--- src/rtl/sys_ctrl_pkg.sv ---
// Shared definitions for the system controller command path:
// opcode byte values and the command decoder state encoding.
package sys_ctrl_pkg;

    localparam logic [7:0] OPC_RF_WR    = 8'hAA;
    localparam logic [7:0] OPC_RF_RD    = 8'hBB;
    localparam logic [7:0] OPC_ALU_OP   = 8'hCC;
    localparam logic [7:0] OPC_ALU_NOP  = 8'hDD;
    localparam logic [7:0] OPC_BURST_WR = 8'hEE;

    typedef enum logic [3:0] {
        ST_IDLE       = 4'd0,
        ST_WR_ADDR    = 4'd1,
        ST_WR_DATA    = 4'd2,
        ST_RD_ADDR    = 4'd3,
        ST_ALU_A      = 4'd4,
        ST_ALU_B      = 4'd5,
        ST_ALU_FUN    = 4'd6,
        ST_BURST_ADDR = 4'd7,
        ST_BURST_LEN  = 4'd8,
        ST_BURST_DATA = 4'd9
    } state_t;

endpackage

--- src/rtl/sys_ctrl_idle_timer.sv ---
// Loadable down-counter that saturates at zero; a count of zero means expired.
// Serves both the inter-byte timeout and the ALU clock-hold window.
module sys_ctrl_idle_timer #(
    parameter int W = 4
) (
    input  logic         CLK,
    input  logic         RST,
    input  logic         load,
    input  logic [W-1:0] load_val,
    input  logic         dec,
    output logic [W-1:0] count
);

    // Load has priority over decrement; decrement stops at zero.
    always_ff @(posedge CLK) begin
        if (RST) begin
            count <= '0;
        end else if (load) begin
            count <= load_val;
        end else if (dec && (count != '0)) begin
            count <= count - W'(1);
        end else begin
            count <= count;
        end
    end

endmodule

--- src/rtl/sys_cmd_decoder.sv ---
// UART receive-side command decoder: turns framed command bytes into register
// file and ALU strobes, with range checks, burst writes and an inter-byte timeout.
module sys_cmd_decoder
    import sys_ctrl_pkg::*;
#(
    parameter int WIDTH       = 8,
    parameter int DEPTH       = 16,
    parameter int OPA_ADDR    = 0,
    parameter int OPB_ADDR    = 1,
    parameter int MAX_BURST   = 8,
    parameter int TIMEOUT_CYC = 1024,
    parameter int ALU_HOLD    = 2,
    localparam int AW         = (DEPTH > 1) ? $clog2(DEPTH) : 1
) (
    input  logic             CLK,
    input  logic             RST,
    input  logic [WIDTH-1:0] RX_P_Data,
    input  logic             RX_D_VLD,
    output logic             WrEn,
    output logic             RdEn,
    output logic [AW-1:0]    Addr,
    output logic [WIDTH-1:0] Wr_D,
    output logic [3:0]       ALU_FUN,
    output logic             ALU_EN,
    output logic             CLK_EN,
    output logic             Cmd_Err,
    output logic             Tmo_Err
);

    localparam int TW = $clog2(TIMEOUT_CYC);
    localparam int HW = (ALU_HOLD > 0) ? $clog2(ALU_HOLD + 1) : 1;
    localparam int BW = $clog2(MAX_BURST + 1);

    localparam logic [WIDTH:0]  DEPTH_X   = (WIDTH + 1)'(DEPTH);
    localparam logic [WIDTH:0]  MAXB_X    = (WIDTH + 1)'(MAX_BURST);
    localparam logic [AW-1:0]   LAST_ADDR = AW'(DEPTH - 1);
    localparam logic [AW-1:0]   OPA       = AW'(OPA_ADDR);
    localparam logic [AW-1:0]   OPB       = AW'(OPB_ADDR);
    localparam logic [TW-1:0]   TMO_LOAD  = TW'(TIMEOUT_CYC - 1);
    localparam logic [HW-1:0]   HOLD_LOAD = HW'(ALU_HOLD);
    localparam logic            HOLD_ON   = (ALU_HOLD != 0);

    state_t state;
    state_t next_state;

    logic [AW-1:0]    frame_addr;
    logic [AW-1:0]    frame_addr_nxt;
    logic [BW-1:0]    beats;
    logic [BW-1:0]    beats_nxt;

    logic             wr_en_nxt;
    logic             rd_en_nxt;
    logic             alu_en_nxt;
    logic             cmd_err_nxt;
    logic             tmo_err_nxt;
    logic             clk_en_nxt;
    logic [AW-1:0]    addr_nxt;
    logic [WIDTH-1:0] wr_d_nxt;
    logic [3:0]       alu_fun_nxt;

    logic [WIDTH:0]   byte_ext;
    logic             byte_addr_bad;
    logic             byte_len_bad;
    logic [AW-1:0]    byte_addr;
    logic [BW-1:0]    byte_len;

    logic             tmo_load;
    logic [TW-1:0]    tmo_count;
    logic [HW-1:0]    hold_count;

    assign byte_ext      = {1'b0, RX_P_Data};
    assign byte_addr_bad = (byte_ext >= DEPTH_X);
    assign byte_len_bad  = (RX_P_Data == '0) || (byte_ext > MAXB_X);
    assign byte_addr     = RX_P_Data[AW-1:0];
    assign byte_len      = RX_P_Data[BW-1:0];

    // The idle count is held at its reload value in IDLE and on every received byte.
    assign tmo_load = (state == ST_IDLE) || RX_D_VLD;

    sys_ctrl_idle_timer #(.W(TW)) u_tmo_timer (
        .CLK      (CLK),
        .RST      (RST),
        .load     (tmo_load),
        .load_val (TMO_LOAD),
        .dec      (1'b1),
        .count    (tmo_count)
    );

    // Hold window starts the cycle after the ALU_EN pulse, so CLK_EN spans ALU_HOLD+1 cycles.
    sys_ctrl_idle_timer #(.W(HW)) u_hold_timer (
        .CLK      (CLK),
        .RST      (RST),
        .load     (ALU_EN),
        .load_val (HOLD_LOAD),
        .dec      (1'b1),
        .count    (hold_count)
    );

    // CLK_EN is registered, so predict whether the hold counter is non-zero next cycle.
    assign clk_en_nxt = alu_en_nxt | (ALU_EN & HOLD_ON) | (hold_count > HW'(1));

    // Next-state and next-output decode; a byte arriving in the expiry cycle wins.
    always_comb begin
        next_state     = state;
        frame_addr_nxt = frame_addr;
        beats_nxt      = beats;
        wr_en_nxt      = 1'b0;
        rd_en_nxt      = 1'b0;
        alu_en_nxt     = 1'b0;
        cmd_err_nxt    = 1'b0;
        tmo_err_nxt    = 1'b0;
        addr_nxt       = Addr;
        wr_d_nxt       = Wr_D;
        alu_fun_nxt    = ALU_FUN;

        if (RX_D_VLD) begin
            case (state)
                ST_IDLE: begin
                    if (RX_P_Data == WIDTH'(OPC_RF_WR)) begin
                        next_state = ST_WR_ADDR;
                    end else if (RX_P_Data == WIDTH'(OPC_RF_RD)) begin
                        next_state = ST_RD_ADDR;
                    end else if (RX_P_Data == WIDTH'(OPC_ALU_OP)) begin
                        next_state = ST_ALU_A;
                    end else if (RX_P_Data == WIDTH'(OPC_ALU_NOP)) begin
                        next_state = ST_ALU_FUN;
                    end else if (RX_P_Data == WIDTH'(OPC_BURST_WR)) begin
                        next_state = ST_BURST_ADDR;
                    end else begin
                        cmd_err_nxt = 1'b1;
                    end
                end
                ST_WR_ADDR, ST_BURST_ADDR: begin
                    if (byte_addr_bad) begin
                        cmd_err_nxt = 1'b1;
                        next_state  = ST_IDLE;
                    end else begin
                        frame_addr_nxt = byte_addr;
                        next_state     = (state == ST_WR_ADDR) ? ST_WR_DATA : ST_BURST_LEN;
                    end
                end
                ST_WR_DATA: begin
                    wr_en_nxt  = 1'b1;
                    addr_nxt   = frame_addr;
                    wr_d_nxt   = RX_P_Data;
                    next_state = ST_IDLE;
                end
                ST_RD_ADDR: begin
                    if (byte_addr_bad) begin
                        cmd_err_nxt = 1'b1;
                    end else begin
                        rd_en_nxt = 1'b1;
                        addr_nxt  = byte_addr;
                    end
                    next_state = ST_IDLE;
                end
                ST_ALU_A: begin
                    wr_en_nxt  = 1'b1;
                    addr_nxt   = OPA;
                    wr_d_nxt   = RX_P_Data;
                    next_state = ST_ALU_B;
                end
                ST_ALU_B: begin
                    wr_en_nxt  = 1'b1;
                    addr_nxt   = OPB;
                    wr_d_nxt   = RX_P_Data;
                    next_state = ST_ALU_FUN;
                end
                ST_ALU_FUN: begin
                    alu_fun_nxt = RX_P_Data[3:0];
                    alu_en_nxt  = 1'b1;
                    next_state  = ST_IDLE;
                end
                ST_BURST_LEN: begin
                    if (byte_len_bad) begin
                        cmd_err_nxt = 1'b1;
                        next_state  = ST_IDLE;
                    end else begin
                        beats_nxt  = byte_len;
                        next_state = ST_BURST_DATA;
                    end
                end
                ST_BURST_DATA: begin
                    wr_en_nxt = 1'b1;
                    addr_nxt  = frame_addr;
                    wr_d_nxt  = RX_P_Data;
                    beats_nxt = beats - BW'(1);
                    // Explicit wrap keeps non-power-of-two depths in range.
                    if (frame_addr == LAST_ADDR) begin
                        frame_addr_nxt = '0;
                    end else begin
                        frame_addr_nxt = frame_addr + AW'(1);
                    end
                    if (beats == BW'(1)) begin
                        next_state = ST_IDLE;
                    end else begin
                        next_state = ST_BURST_DATA;
                    end
                end
                default: begin
                    next_state = ST_IDLE;
                end
            endcase
        end else if ((state != ST_IDLE) && (tmo_count == '0)) begin
            tmo_err_nxt = 1'b1;
            next_state  = ST_IDLE;
        end else begin
            next_state = state;
        end
    end

    // State, frame context and registered outputs.
    always_ff @(posedge CLK) begin
        if (RST) begin
            state      <= ST_IDLE;
            frame_addr <= '0;
            beats      <= '0;
            WrEn       <= 1'b0;
            RdEn       <= 1'b0;
            Addr       <= '0;
            Wr_D       <= '0;
            ALU_FUN    <= 4'd0;
            ALU_EN     <= 1'b0;
            CLK_EN     <= 1'b0;
            Cmd_Err    <= 1'b0;
            Tmo_Err    <= 1'b0;
        end else begin
            state      <= next_state;
            frame_addr <= frame_addr_nxt;
            beats      <= beats_nxt;
            WrEn       <= wr_en_nxt;
            RdEn       <= rd_en_nxt;
            Addr       <= addr_nxt;
            Wr_D       <= wr_d_nxt;
            ALU_FUN    <= alu_fun_nxt;
            ALU_EN     <= alu_en_nxt;
            CLK_EN     <= clk_en_nxt;
            Cmd_Err    <= cmd_err_nxt;
            Tmo_Err    <= tmo_err_nxt;
        end
    end

endmodule

--- config.mk ---
export PLATFORM = sky130hd
export DESIGN_NAME = sys_cmd_decoder
export DESIGN_NICKNAME = d
export VERILOG_FILES = /design/src/rtl/sys_ctrl_pkg.sv /design/src/rtl/sys_ctrl_idle_timer.sv /design/src/rtl/sys_cmd_decoder.sv
export SDC_FILE = /design/constraint.sdc
export NUM_CORES = 1
export LEC_CHECK = 0
export CAP_MARGIN = 10
export CORE_UTILIZATION = 42
export CTS_BUF_LIST = sky130_fd_sc_hd__clkbuf_2
export CTS_CLUSTER_SIZE = 14
export DETAILED_ROUTE_END_ITERATION = 6
export GPL_TIMING_DRIVEN = 0
export REMOVE_ABC_BUFFERS = 1
export SYNTH_ARGS = -nofsm -noshare
export SYNTH_HDL_FRONTEND = slang
export SYNTH_HIERARCHICAL = 1
export SYNTH_SLANG_ARGS = --single-unit
--- constraint.sdc ---
create_clock -name CLK -period 2.7 [get_ports CLK]
set_clock_uncertainty 0.05 [all_clocks]
set_input_delay 0.27 -clock CLK [delete_from_list [all_inputs] [get_ports CLK]]
set_output_delay 0.27 -clock CLK [all_outputs]
set_load 0.02 [all_outputs]
Word level (Yosys, flattened, before mapping)

Index checks and enable logic that the tools add are counted.

Output and inout port bits: 22
Register bits: 46
Word-level logic and storage cells: 110
Bits of input ports: 11

$lt $le $gt $ge: 3
Equal/unequal tests: 20
Bitwise operators: 4
Mux-type cells: 35
Reduce and logical (&&, ||, !) cells: 29
$add $sub $neg: 4

Operators by type and width:

| operator                | number |
|---|---|
| $mux W4                 | 14 |
| $eq A8 B8 Y1 const B    | 5 |
| $pmux W4 S6             | 1 |
| $mux W10                | 2 |
| $eq A4 B3 Y1 const B    | 4 |
| $pmux W4 S2             | 2 |
| $pmux W4 S4             | 1 |
| $eq A4 B4 Y1 const B    | 3 |
| $mux W1                 | 12 |
| $reduce_bool A2 Y1      | 6 |
| $logic_not A10 Y1       | 1 |
| $reduce_bool A10 Y1     | 1 |
| $reduce_or A2 Y1        | 5 |
| $sub A10 B1 Y10 const B | 1 |
| $reduce_and A3 Y1       | 3 |
| $eq A4 B1 Y1 const B    | 2 |
| $eq A4 B2 Y1 const B    | 2 |
| $ge A8 B5 Y1 const B    | 1 |
| $gt A8 B4 Y1 const B    | 1 |
| $logic_not A8 Y1        | 1 |
| $reduce_bool A4 Y1      | 2 |
| $ne A7 B2 Y1 const B    | 1 |
| $ne A2 B2 Y1 const B    | 3 |
| $reduce_and A2 Y1       | 3 |
| 13 further kinds        | 18 |

Depth between registers and ports, before layout

Depth after elaboration: 8
Mapped depth: 9
Gate-level depth less buffers: 6

By module

The synthesis kept the hierarchy.

By module, submodules not included:

| module                             | cells each | area an instance (um2) | times used | sequential area each (um2) |
|---|---|---|---|---|
| sys_cmd_decoder                    | 257        | 2,055.7                | 1          | 680.7 |
| sys_ctrl_idle_timer (u_tmo_timer)  | 81         | 684.4                  | 1          | 200.2 |
| sys_ctrl_idle_timer (u_hold_timer) | 14         | 126.4                  | 1          | 40.0 |

Worst setup path after synthesis

OpenSTA, ideal clock, no wires.

Path kind: reg2reg
Start: register state[2]
End: register u_tmo_timer.count[9]
Required time: 2.571 ns
Buffers on the path: 2
Path slack: 0.524 ns
Data arrival time: 2.047 ns
Stages on the path, launching flop included: 9
Path through: dfxtp_1 -> buf_6 -> or2_1 -> buf_6 -> or3_4 -> or2b_1 -> or4_1 -> or4_1 -> o211ai_1

Word-level cells in the longest chain between the ends: 3
Elaborated cells on any way between the ends: 4
Classes of those cells: mux: 1; reduce/logical: 3

Ends and longest elaborated chain:

| item                                                  | RTL line                  | source |
|---|---|---|
| start: declaration                                    | sys_cmd_decoder.sv:43     | `state_t state;` |
| start signal: assignment                              | sys_cmd_decoder.sv:228    | `state <= next_state;` |
| $logic_not A4 Y1 *                                    | sys_cmd_decoder.sv:78     | `assign tmo_load = (state == ST_IDLE) \|\| RX_D_VLD;` |
| $logic_or A1 B1 Y1 *                                  | sys_cmd_decoder.sv:78     |  |
| net tmo_load                                          | sys_cmd_decoder.sv:67     | `logic tmo_load;` |
| $mux W10 / $reduce_bool A2 Y1 (equally long branches) | --                        |  |
| end signal: assignment                                | sys_ctrl_idle_timer.sv:19 | `count <= load_val;` |
| end signal: assignment                                | sys_ctrl_idle_timer.sv:21 | `count <= count - W'(1);` |
| end signal: assignment                                | sys_ctrl_idle_timer.sv:23 | `count <= count;` |
| end: declaration                                      | sys_ctrl_idle_timer.sv:11 | `output logic [W-1:0] count` |

The timed path passes the listed nets; every way through them passes the cells marked *.
A chain may end at the register's enable or synchronous reset.

Final worst setup path

Start: register state[3]
End: register u_tmo_timer.count[9]

The elaborated chain is that of the path after synthesis.

==> results.toml <==
[synthesis]
synth_cell_types = 68
synth.area.mux_share_pct = 4.93
synth_seq_area_share_pct = 32.1
yosys_warnings = 6
synth_top_family_by_area = "simple AND/OR/NAND/NOR gates"
synth_xor_area_share_pct = 0.917
syn_area_per_cell_sq_um = 8.14
synth_compound_area_share_pct = 25.5
postSynthCellCount = 352
netlist_area_sq_um = 2870
ys_ff_latch = 46
synthSimpleGateAreaFrac_pct = 27.8
ys_async_sr_fraction_pct = 0
synth_fa_ha_area_share_pct = 2.18
ys.flop_type = "dfxtp_1"
synth_edf_count = 0

[drt]
viasPerCell = 5.66
drt_first_pass_iters = 7
wl_mm = 6.75
drt_iter0_drc = 197
maxUsedRoutingLayer = "met4"
wl_met1_mm = 3.41
wl_per_cell_um = 14.5
vias = 2634
final_antenna_net_count = 0
met3_length_um = 290
drt_drc_violations_left = 5
wl_met2_mm = 2.98

[cts]
clkSlewWorstSetupHoldPaths_ns = 0.26
htreeDepth = 2
cts_buffer_depth = 2
insertion_delay_ns = 0.43
cts-root-buf = "clkbuf_2"
cts_sinks = 46
cts_tree = "built"
cts_buffers = 5

[hold_path]
hp-class = "in2reg"

[timing]
final_hold_viol_count = 0
hold_ws_ns = 0.382
rsz0062_at_grt = "no"
maxSlewViolCount = 0
setup_viol = 0
relSlewSlack_pct = 40.2
fmaxAchievable_mhz = 400
fin_crit_sh_pct = 92.7
worst_pin_slew_ns = 0.897
timing.final.ws_setup_ns = 0.198
min_period_ns = 2.50

[job]
drv_cap = 0

[placed_design]
pre_cts_ws_ns = -0.253
place.gp.congestion = 0.815
io_buffers = 32
placedCellCount = 457
dp.final_hpwl_mm = 4.52

[final_layout]
fin_cells = 465
fillers = 636
antennaDiodeCount = 0
final_nets = 403
drive_gt1_share_pct = 7.73
areaGrowthSynthToFinish_pct = 17.2

[worst_setup_path]
required_ns = 3.02
path_cells = "or2_4 > or3_4 > or2b_2 > or4_1 > or4_1 > o211ai_1"
startpoint_type = "register"
crit_path_max_fanout = 20
arrival_ns = 2.82
worstSetupPathType = "reg2reg"
crit_top_cell = "or4_1"
cp-end-kind = "register"
worst_path_largest_cell_delay_ns = 0.53
slowest_stage = "dfxtp_4"

[global_route]
track_usage_pct = 19.9
grt_pass1_vias = 2435
antenna_found_initial = 0
grt_overflow = 0
grt_pass1_wl_mm = 11.7
grt_max_degree = 48

[status]
violations = "DRC"
status = "finished, violations left"

[power_and_ir_drop]
ir_drop_mv = 0.248
p_leak_uw = 0.00128
power-per-cell-area_nw_per_um2 = 527
p_total_uw = 1770

[floorplanning]
dieWidth_um = 84.6
die_y_um = 84.6
num_rows = 29
core-area_sq_um = 6460
die_area_sq_um = 7160
io-pin-count = 33
start_util_pct = 44.4
[registers in the layout, summed over array words and instances (netlist names)]
name and cells:
WrEn 1, Addr 4, Cmd_Err 1, u_hold_timer/count 2
state 4, Tmo_Err 1, RdEn 1, Wr_D 8
ALU_FUN 4, beats 4, frame_addr 4, CLK_EN 1
ALU_EN 1, u_tmo_timer/count 10
[metal layers]
metal,up-vias,global-route usage (%)
met5,-,0
met4,0,5.24
met3,6,3.64
met2,62,31.3
met1,1209,28.1
li1,1357,-
[layout by cell type, fill, tap and decap left out, drive strengths merged, types with 5 or more instances in the layout]
master and n:
a21oi 22, a221oi 7, a31oi 6, clkbuf 5
clkdlybuf4s50 31, conb 21, dfxtp 46, ha 5
inv 19, mux2i 13, nand2 25, nand2b 11
nand3 10, nor2 28, nor2b 8, nor3 10
nor3b 5, nor4 5, o21ai 16, o31ai 7
or3 5, or4 7
[worst paths after layout]
check                                      endpoint                     from  cells after the start  slack (ns)
hold / removal                 Wr_D[7]$_SDFFE_PP0P_                      RST                      2        0.38
hold reg to reg             ALU_FUN[1]$_SDFFE_PP0P_  ALU_FUN[1]$_SDFFE_PP0P_                      2        0.42
setup reg to reg  u_tmo_timer/count[9]$_SDFFE_PP0P_    state[3]$_SDFFE_PP0P_                      6        0.20
setup / recovery  u_tmo_timer/count[9]$_SDFFE_PP0P_    state[3]$_SDFFE_PP0P_                      6        0.20
[cell usage after synthesis, types with 3 or more instances]
library cell  instances  share of area (%)
a211oi_1              3               0.79
nor4b_1               4                1.2
o31ai_1               7                1.8
o211ai_1              3               0.79
nor4_1                4               0.87
inv_1                19                2.5
o41ai_1               3               0.92
dfxtp_1              46                 32
nand3b_1              3               0.79
nand2b_1             11                2.4
clkbuf_1             18                2.4
o22ai_1               4               0.87
nor3b_1               5                1.3
nor2b_1               7                1.5
or2_2                 3               0.65
ha_1                  5                2.2
or3b_2                3               0.92
nor3_1               10                1.7
o21ai_0              16                2.8
nor2_1               28                3.7
mux2i_1              13                4.5
a21oi_1              22                3.8
a31oi_1               6                1.3
nand3_1              10                1.7
nand2_1              25                3.3
a221oi_1              6                1.8
or3_1                 3               0.65
xnor2_1               3               0.92
a311oi_1              4                1.2
or4_1                 7                1.8
nand4_1               3               0.65
[what timing repair did]
action / CTS / global route
setup endpoints to repair: 3 / 2
hold endpoints to repair: 0 / 0
setup buffers: 0 / 0
hold buffers: 0 / 0
resized for setup: 5 / 4
[cells by family (layout without fill, tap and decap cells)]
| group | Yosys count | count (layout) |
|---|---|---|
| compound gates | 100 | 100 |
| xor+xnor | 3 | 3 |
| fa+ha+maj | 5 | 5 |
| buf+inv | 43 | 60 |
| flops | 46 | 46 |
| mux | 14 | 14 |
| other cells | 2 | 21 |
| simple gates | 139 | 139 |
[report_power, final]
part | leakage [uW] | total [uW] | internal, uW | switching (uW)
sequential | 0.000377 | 806 | 726 | 79.3
combinational | 0.000854 | 472 | 218 | 254
clock | 0.0000532 | 492 | 251 | 242
total | 0.00128 | 1770 | 1200 | 575
[worst max-delay path: cells and delay by family, from the launching register on]
kind / cells / cell delay, ns
compound gates: 1 / 0.10
simple gates: 5 / 1.75
flops: 1 / 0.53
[metrics by stage]
step | cell area (sq um) | TNS, ns | util [%]
detailed placement | 3250 | -0.268 | 50.3
global route | 3360 | 0 | 52.0
floorplan | 2830 | 0 | -
CTS | 3350 | 0 | 51.9
finish | 3360 | 0 | 52.0
global placement | 3250 | -6.00 | 50.3
[layout make-up]
type / instances / area (sq um) / area share, %
clock buffers: 5 / 25.0 / 0.745
clock inverters: 3 / 68.8 / 2.05
inverters: 19 / 71.3 / 2.12
multi-input cells: 282 / 1840 / 54.8
flip-flops and latches: 46 / 933 / 27.8
well taps: 77 / 96.3 / 2.87
repair buffers: 33 / 323 / 9.61
Note: power is estimated with default switching activity, not from simulation.
